--- config.mk ---
export PLATFORM = sky130hd
export DESIGN_NAME = nv_nvdla_csb_initiator
export DESIGN_NICKNAME = d
export VERILOG_FILES = /design/src/rtl/nv_nvdla_csb_initiator.sv
export SDC_FILE = /design/constraint.sdc
export NUM_CORES = 1
export LEC_CHECK = 0
export ABC_AREA = 1
export CAP_MARGIN = 10
export CORE_MARGIN = 4
export CORE_UTILIZATION = 40
export CTS_CLUSTER_SIZE = 25
export DETAILED_ROUTE_END_ITERATION = 10
export HOLD_SLACK_MARGIN = 0.15
export PLACE_DENSITY = 0.81
export REMOVE_ABC_BUFFERS = 1
export SLEW_MARGIN = 30
export SYNTH_ARGS = -nofsm -noshare
export SYNTH_HDL_FRONTEND = slang
export SYNTH_SLANG_ARGS = --single-unit
--- constraint.sdc ---
create_clock -name nvdla_core_clk -period 1.9 [get_ports nvdla_core_clk]
set_input_delay 0.285 -clock nvdla_core_clk [delete_from_list [all_inputs] [get_ports nvdla_core_clk]]
set_output_delay 0.285 -clock nvdla_core_clk [all_outputs]
set_load 0.01 [all_outputs]
--- src/rtl/nv_nvdla_csb_initiator.sv ---
// Single-outstanding CSB request initiator: packs host commands into csb2mcif
// request packets and returns the mcif2csb response (or a timeout) as a completion pulse.
module nv_nvdla_csb_initiator #(
   parameter int TIMEOUT_CYCLES = 1024
) (
   input  logic        nvdla_core_clk,
   input  logic        nvdla_core_rstn,
   input  logic        cmd_valid,
   output logic        cmd_ready,
   input  logic [21:0] cmd_addr,
   input  logic [31:0] cmd_wdat,
   input  logic [3:0]  cmd_wrbe,
   input  logic        cmd_write,
   input  logic        cmd_nposted,
   output logic        csb2mcif_req_pvld,
   input  logic        csb2mcif_req_prdy,
   output logic [62:0] csb2mcif_req_pd,
   input  logic        mcif2csb_resp_valid,
   input  logic [33:0] mcif2csb_resp_pd,
   output logic        done_valid,
   output logic [31:0] done_rdata,
   output logic        done_error,
   output logic        done_timeout,
   output logic        busy,
   output logic        unexp_rsp,
   input  logic        unexp_clr
);

   typedef enum logic [1:0] {IDLE, REQ, WAIT, DONE} state_t;

   localparam logic [15:0] TERM_CNT = 16'(TIMEOUT_CYCLES - 1);

   state_t      state_q, state_d;
   logic [62:0] pkt_q, pkt_d;
   logic [15:0] cnt_q, cnt_d, cnt_inc;
   logic [31:0] rdata_q, rdata_d;
   logic        error_q, error_d;
   logic        timeout_q, timeout_d;
   logic        unexp_q, unexp_d;
   logic        pkt_write, pkt_nposted;

   assign pkt_write   = pkt_q[54];
   assign pkt_nposted = pkt_q[55];
   assign cnt_inc     = (cnt_q == 16'hFFFF) ? cnt_q : cnt_q + 16'd1;

   always_comb begin
      state_d   = state_q;
      pkt_d     = pkt_q;
      cnt_d     = cnt_q;
      rdata_d   = rdata_q;
      error_d   = error_q;
      timeout_d = timeout_q;
      case (state_q)
         IDLE: begin
            if (cmd_valid) begin
               // reads carry no data/byte-enables and always expect a response
               pkt_d = {2'b00, cmd_wrbe & {4{cmd_write}}, 1'b0, cmd_nposted | ~cmd_write,
                        cmd_write, cmd_wdat & {32{cmd_write}}, cmd_addr};
               state_d = REQ;
            end
         end
         REQ: begin
            if (csb2mcif_req_prdy) begin
               if (pkt_write && !pkt_nposted) begin
                  state_d   = DONE;
                  rdata_d   = 32'h0;
                  error_d   = 1'b0;
                  timeout_d = 1'b0;
               end else begin
                  state_d = WAIT;
                  cnt_d   = 16'h0;
               end
            end
         end
         WAIT: begin
            cnt_d = cnt_inc;
            // a response on the terminal-count cycle takes priority over the timeout
            if (mcif2csb_resp_valid) begin
               state_d   = DONE;
               rdata_d   = mcif2csb_resp_pd[31:0];
               error_d   = mcif2csb_resp_pd[32] | (mcif2csb_resp_pd[33] != pkt_write);
               timeout_d = 1'b0;
            end else if (cnt_inc == TERM_CNT) begin
               state_d   = DONE;
               rdata_d   = 32'h0;
               error_d   = 1'b1;
               timeout_d = 1'b1;
            end
         end
         DONE:    state_d = IDLE;
         default: state_d = IDLE;
      endcase
      unexp_d = (unexp_q & ~unexp_clr) | (mcif2csb_resp_valid & (state_q != WAIT));
   end

   always_ff @(posedge nvdla_core_clk or negedge nvdla_core_rstn) begin
      if (!nvdla_core_rstn) begin
         state_q   <= IDLE;
         pkt_q     <= '0;
         cnt_q     <= '0;
         rdata_q   <= '0;
         error_q   <= 1'b0;
         timeout_q <= 1'b0;
         unexp_q   <= 1'b0;
      end else begin
         state_q   <= state_d;
         pkt_q     <= pkt_d;
         cnt_q     <= cnt_d;
         rdata_q   <= rdata_d;
         error_q   <= error_d;
         timeout_q <= timeout_d;
         unexp_q   <= unexp_d;
      end
   end

   // held low while reset is asserted, high from the first IDLE cycle after release
   assign cmd_ready         = nvdla_core_rstn & (state_q == IDLE);
   assign csb2mcif_req_pvld = (state_q == REQ);
   assign csb2mcif_req_pd   = pkt_q;
   assign done_valid        = (state_q == DONE);
   assign done_rdata        = rdata_q;
   assign done_error        = error_q;
   assign done_timeout      = timeout_q;
   assign busy              = (state_q != IDLE);
   assign unexp_rsp         = unexp_q;

endmodule

==> metrics.txt, run 1 <==
Placed Cells=1018; Fin Setup TNS=-9.57 ns; layout cells sized above 1=0.178; max_cap viols=0; Sequential Power Share=0.301; reg2reg setup slack=-0.34 ns; H-tree depth=4; GRT Total Usage=0.214; final setup vio count=36; Core Region=13200 um^2; status=finished, violations left; Clock Power Share=0.245; PwrDens=~1500 nW/um^2; Area Growth Syn to Fin=63.1%; largest net degree at the start of global routing=between 100 and 150; Yosys reg bits=roughly 110; IO Pins=slightly above 200; initial cell density of the core=0.406; Routed WL per cell=15.9 um; Sw Share=0.354; Die W=approximately 120 um; Final Max Tran Viols=0; via density per instance=between 5 and 6; Combinational Power Share=0.454; crit path DAT=~2.5 ns; Die Footprint=15300 um^2; GPL Wtd Cong=between 0.8 and 0.9; CTS clk-pin slew, worst paths=roughly 0.06 ns; minimum clock period=around 2.2 ns; Finished Core Util=0.662; first-pass GRT wire length=about 26000 um; Sink Count=113; Detail Placement HPWL=11000 um; First DRT Iteration DRCs=around 430; post-synth cell types=33; clock root buffer=clkbuf_16; vias in the first global route=between 5000 and 6000; post-synthesis sequential area ratio=0.528; Leakage Power=around 4.3 nW; most used cell, CP=nand2_1; worst stage delay on the critical path=about 0.40 ns; Worst Hold End=csb2mcif_req_pd[1]$_DFFE_PN0P_; fill count=just under 1000; Final WS setup=-0.341 ns; Avg Cell Area, Syn=about 8.6 um^2; PortBufs=approximately 200; NetSw=~0.0046 W; initial antenna violation count=0; vias after detailed routing=about 5400; drt first pass iters=5; Req. time, crit path=~2.2 ns; global route overflow=0; dpl cell area=a little under 8000 um^2; Synth Instances=slightly above 600; drt total wl=roughly 17000 um; DR DRC count=0; failing checks=setup timing; Slew headroom=0.610; R2R cell count=14; Final period util=1.18; YS warnings=0; Hold Crit Start=cmd_addr[1]; Worst Setup Start Kind=flop; clk_skew=approximately 0.021 ns; Layout Nets=983; maximum clock frequency=approximately 450 MHz; RR Endpoint=done_rdata[22]$_DFFE_PN0P_; worst path cell trace=ha_4 -> nand3_4 -> nor2_4 -> buf_6 -> nor2_2 -> o21ai_1 -> nand2_1 -> nor2_2 -> nand3_2 -> nand2_4 -> nand3_4 -> clkbuf_16 -> nand2_1 -> nand2_1; CP endpoint kind=flop; Top Family by Delay on Critical Path=simple AND/OR/NAND/NOR gates; Final ANT Viol Nets=0; worst setup path class=reg -> reg; Die Height=approximately 120 um; Buf/Inv on CP=2; placement row count=42; Int Power=roughly 0.0085 W; Tightest Pin Transition=about 0.6 ns; Hold Fails Final Rpt=0; CTS tree=built; Cell Count, Final, Fillers Out=approximately 1100; RSZ-0062 raised after global routing=yes; Peak VDD IR=between 0.001 and 0.0015 V; clk_lat worst skew=between 0.4 and 0.5 ns; slowest CP cell=dfrtp_1; CP Depth=14; post-synthesis cell area=5350 um^2; CTS buffer count=17; reg2reg start=cnt_q[0]$_DFFE_PN0P_; Diodes inserted=0; final instance area=8730 um^2; Hold Path Class=in -> reg; crit path max fanout=14; hold path depth=3; Clock Tree Buf Depth=2
## sequential cells by signal (all words and copies together) (netlist names)
register,flops
state_q,2
csb2mcif_req_pd,60
cnt_q,16
done_error,1
done_timeout,1
unexp_rsp,1
done_rdata,32
## per-stage QoR
| step | setup slack (ns) | hold slack (ns) | total power (W) |
|---|---|---|---|
| floorplan | -1.57 | -0.0106 | 0.00615 |
| global placement | -0.141 | 0.431 | 0.00934 |
| detailed placement | -0.191 | 0.431 | 0.00945 |
| CTS | -0.146 | 0.387 | 0.0128 |
| global route | -0.487 | 0.404 | 0.0138 |
| finish | -0.341 | 0.393 | 0.0131 |
## metal layers
layer | vias up | part of all wire | wire length, um | GRT usage
met3 | 42 | 0.078 | 1330 | 0.0690
met2 | 243 | 0.50 | 8460 | 0.355
met4 | 0 | 0.031 | 531 | 0.0955
met5 | - | 0 | 0 | 0
li1 | 2524 | - | - | -
met1 | 2573 | 0.39 | 6660 | 0.254
## timing repair
item	4_1_cts	5_1_grt
pin swaps	2	1
endpoints found under the hold margin	113	0
setup buffers	7	6
gates resized for setup	21	30
endpoints found under the setup margin	40	38
cloned	0	2
hold buffers	1	0
## logic make-up after synthesis
family / count (synthesis) / synth area share
and+or+nand+nor: 327 / 0.272
DFF: 113 / 0.528
buffers and inverters: 105 / 0.0905
AOI/OAI and AO/OA: 66 / 0.0898
adders and majority gates: 6 / 0.0140
xor gates and xnor gates: 3 / 0.00491
other: 1 / 0.000701
## Yosys cell counts, drive strengths merged
cell type  instances  area (um^2)
a21oi              6         33.8
a22o              36          315
buf               19          161
clkbuf            16         60.1
clkinv             1         3.75
conb               1         3.75
dfrtp            113         2830
ha                 6         75.1
inv               69          259
nand2            194          746
nand3             25          165
nand4             42          263
nor2              64          270
nor3               1         5.00
o21ai             16         80.1
o22ai              7         43.8
o31ai              1         7.51
or2                1         6.26
xnor2              1         8.76
xor2               2         17.5
## worst min-delay path, stage by stage
cell	delay, ns
clkdlybuf4s50_1	0.39
nand2_1	0.06
nand2_1	0.04
## layout by cell type (no fill, tap or decap), types with 6 or more instances in the layout
cell type and instances:
a22o_1 36, buf_4 61, clkbuf_16 19, clkdlybuf4s50_1 193, dfrtp_1 113, inv_1 65, nand2_1 176, nand2_2 14
nand3_1 17, nand3_2 6, nand4_1 42, nor2_1 47, nor2_2 13, o21ai_0 12, o22ai_1 7
## worst max-delay path by stage
stage                                       from                         endpoint  slack [ns]
after floorplan           state_q[0]$_DFFE_PN0P_  csb2mcif_req_pd[22]$_DFFE_PN0P_       -1.57
after global placement      cnt_q[2]$_DFFE_PN0P_       done_rdata[19]$_DFFE_PN0P_       -0.14
after detailed placement    cnt_q[1]$_DFFE_PN0P_       done_rdata[12]$_DFFE_PN0P_       -0.19
after CTS                   cnt_q[0]$_DFFE_PN0P_        done_rdata[2]$_DFFE_PN0P_       -0.15
after global routing        cnt_q[7]$_DFFE_PN0P_       done_rdata[22]$_DFFE_PN0P_       -0.49
final                       cnt_q[0]$_DFFE_PN0P_       done_rdata[22]$_DFFE_PN0P_       -0.34
## final cells by class
type / instances / area (um^2) / share of cell area
sequential: 113 / 2830 / 0.324
timing repair buffer: 270 / 2630 / 0.302
multi-input combinational: 405 / 2180 / 0.250
clock buffer: 21 / 470 / 0.0539
inverter: 70 / 265 / 0.0304
tap: 176 / 220 / 0.0252
clock inverter: 11 / 129 / 0.0148
## power by group through the flow
stage	Clock [W]	Sequential, W	Combinational (W)
after floorplan	0	0.00433	0.00182
after global placement	0	0.00391	0.00543
after detailed placement	0	0.00392	0.00553
after CTS	0.00325	0.00393	0.00564
after global routing	0.00336	0.00405	0.00640
final	0.00321	0.00394	0.00594
Power figures use the tool's default switching activity.
==> inputs of run 2 (changes only) <==
--- a/config.mk
+++ b/config.mk
@@ -14,3 +14,3 @@
 export HOLD_SLACK_MARGIN = 0.15
-export PLACE_DENSITY = 0.81
+export PLACE_DENSITY_LB_ADDON = 0.05
 export REMOVE_ABC_BUFFERS = 1
--- a/constraint.sdc
+++ b/constraint.sdc
@@ -3,2 +3,2 @@
 set_output_delay 0.285 -clock nvdla_core_clk [all_outputs]
-set_load 0.01 [all_outputs]
+set_load 0.05 [all_outputs]
==> metrics.txt, run 2 (synthesis gave the netlist of run 1 again) <==
status=finished, violations left (unchanged); failing checks=setup timing (unchanged); Tightest Pin Transition=0.647 ns (was 0.586 ns); Req. time, crit path=2.19 ns (was 2.20 ns); global route overflow=0 (unchanged); drt total wl=16800 um (was 17000 um); Final period util=1.17 (was 1.18); first-pass GRT wire length=25800 um (was 25500 um); PortBufs=198 (unchanged); most used cell, CP=nand2_1 (unchanged); worst hold slack=0.413 ns (was 0.393 ns); worst stage delay on the critical path=0.42 ns (was 0.40 ns); Detail Placement HPWL=11400 um (was 11000 um); most common cell after layout, fill and taps aside=nand2_1 (was clkdlybuf4s50_1); final instance area=8940 um^2 (was 8730 um^2); Leakage Power=5.11 nW (was 4.29 nW); DR DRC count=0 (unchanged); CP endpoint kind=flop (unchanged); clk_lat worst skew=0.41 ns (was 0.42 ns); vias in the first global route=5333 (was 5272); Clock Tree Buf Depth=2 (unchanged); Die W=124 um (unchanged); Top Family by Delay on Critical Path=simple AND/OR/NAND/NOR gates (unchanged); Hold Path Class=in -> reg (unchanged); via density per instance=4.87 (was 5.05); Die Footprint=15300 um^2 (unchanged); vias after detailed routing=5223 (was 5382); commonest cells after routing, fill and taps aside=149 x nand2_1, 134 x clkdlybuf4s50_1, 113 x dfrtp_1 (was 193 x clkdlybuf4s50_1, 176 x nand2_1, 113 x dfrtp_1); Final Max Tran Viols=0 (unchanged); initial cell density of the core=0.406 (unchanged); crit path DAT=2.52 ns (was 2.54 ns); worst path cell trace=ha_4 -> nand3_4 -> inv_2 -> nand2_2 -> nor2_4 -> nand2_1 -> nand2_2 -> nand4_1 -> nor2_2 -> nand3_2 -> nand2_4 -> nand3_4 -> clkbuf_16 -> nand2_1 -> nand2_1 (was ha_4 -> nand3_4 -> nor2_4 -> buf_6 -> nor2_2 -> o21ai_1 -> nand2_1 -> nor2_2 -> nand3_2 -> nand2_4 -> nand3_4 -> clkbuf_16 -> nand2_1 -> nand2_1); PwrDens=1800 nW/um^2 (was 1500 nW/um^2); Slew headroom=0.569 (was 0.610); Layout Nets=990 (was 983); Peak VDD IR=0.00113 V (was 0.00106 V); CTS tree=built (unchanged); crit path max fanout=7 (was 14); Final WS setup=-0.322 ns (was -0.341 ns); Die Height=124 um (unchanged); RSZ-0062 raised after global routing=yes (unchanged); drt first pass iters=4 (was 5); Buf/Inv on CP=2 (unchanged); Sink Count=113 (unchanged); placement row count=42 (unchanged); CTS clk-pin slew, worst paths=0.05 ns (was 0.06 ns); H-tree depth=4 (unchanged); Sw Share=0.472 (was 0.354); Diodes inserted=0 (unchanged); slowest CP cell=dfrtp_1 (unchanged); Core Region=13200 um^2 (unchanged); final setup vio count=37 (was 36); GRT Total Usage=0.215 (was 0.214); Clock Power Share=0.191 (was 0.245); maximum clock frequency=450 MHz (was 446 MHz); dpl cell area=7830 um^2 (about the same); Combinational Power Share=0.561 (was 0.454); Routed WL per cell=15.7 um (was 15.9 um); max_cap viols=0 (unchanged); CTS buffer count=17 (unchanged); NetSw=0.00760 W (was 0.00464 W); Largest register FFs=60 (unchanged); initial antenna violation count=0 (unchanged); minimum clock period=2.22 ns (was 2.24 ns); Power, Total=0.0161 W (was 0.0131 W); reg2reg setup slack=-0.32 ns (was -0.34 ns); Hold Fails Final Rpt=0 (unchanged); IO Pins=202 (unchanged); Area Growth Syn to Fin=66.9% (was 63.1%); Sequential Power Share=0.248 (was 0.301); clk_skew=0.0103 ns (was 0.0213 ns); Worst Setup Start Kind=flop (unchanged); largest net degree at the start of global routing=114 (unchanged); layout cells sized above 1=0.214 (was 0.178); Final ANT Viol Nets=0 (unchanged); fill count=1054 (was 973); worst setup path class=reg -> reg (unchanged); Int Power=0.00851 W (was 0.00845 W); GPL Wtd Cong=0.900 (was 0.893); clock root buffer=clkbuf_16 (unchanged); First DRT Iteration DRCs=318 (was 427)
## run 2: changes by cell type in the layout (fill, tap and decap cells not counted), moves of 4 or more
cell	change
nand2_2	+26
nand2_1	-27
buf_4	+14
nor2_1	+4
clkdlybuf4s50_1	-59
dlymetal6s2s_1	+50
## run 2: timing repair
| action | CTS | global route |
|---|---|---|
| gates resized for setup | 14 | 106 |
| hold endpoints to repair | 113 | 0 |
| setup endpoints to repair | 38 | 78 |
| pin swaps | 5 | 12 |
| hold buffers | 1 | 0 |
| buffers inserted | 8 | 10 |
| cloned | 0 | 3 |
## run 2: final timing paths
check,cells past startpoint,from,endpoint
worst min-delay path,3,cmd_addr[5],csb2mcif_req_pd[5]$_DFFE_PN0P_
min in group asynchronous,3,nvdla_core_rstn,cnt_q[11]$_DFFE_PN0P_
max in group asynchronous,3,nvdla_core_rstn,cnt_q[2]$_DFFE_PN0P_
worst max register to register,15,cnt_q[0]$_DFFE_PN0P_,done_rdata[4]$_DFFE_PN0P_
worst max-delay path,15,cnt_q[0]$_DFFE_PN0P_,done_rdata[4]$_DFFE_PN0P_
worst min register to register,2,done_error$_DFFE_PN0P_,done_error$_DFFE_PN0P_
## run 2: worst min-delay path, cell delays in order
cell	delay [ns]
clkdlybuf4s50_1	0.39
nand2_1	0.06
nand2_1	0.04
## run 2: area by class of cell
cell class	instances	area [um^2]	area share
flip-flops and latches	113	2830	0.316
well taps	176	220	0.0246
inverters	70	263	0.0294
multi-input cells	405	2250	0.251
clock buffers	21	460	0.0515
clock inverters	10	111	0.0125
repair buffers	277	2810	0.314
## run 2: power groups by stage
stage	registers [W]	clock network, W	logic (W)
after detailed placement	0.00394	0	0.00850
after global routing	0.00412	0.00326	0.00952
after CTS	0.00396	0.00313	0.00865
final	0.00399	0.00308	0.00904
after floorplan	0.00708	0	0.00195
after global placement	0.00395	0	0.00840
## run 2: stage by stage
stage / utilization / TNS [ns] / cells / worst slack (ns)
floorplan: - / -113.74 / 588 / -1.57
global placement: 0.594 / -5.95 / 1020 / -0.176
detailed placement: 0.594 / -9.02 / 1020 / -0.280
CTS: 0.646 / -7.41 / 1060 / -0.235
global route: 0.677 / -15.44 / 1072 / -0.459
finish: 0.677 / -10.21 / 1072 / -0.322
## run 2: metal layers
layer | GRT usage | vias to the layer above | wire (um)
met5 | 0 | - | 0
met4 | 0.0844 | 0 | 286
met3 | 0.0790 | 24 | 1440
met2 | 0.339 | 189 | 8230
met1 | 0.269 | 2471 | 6890
li1 | - | 2539 | -
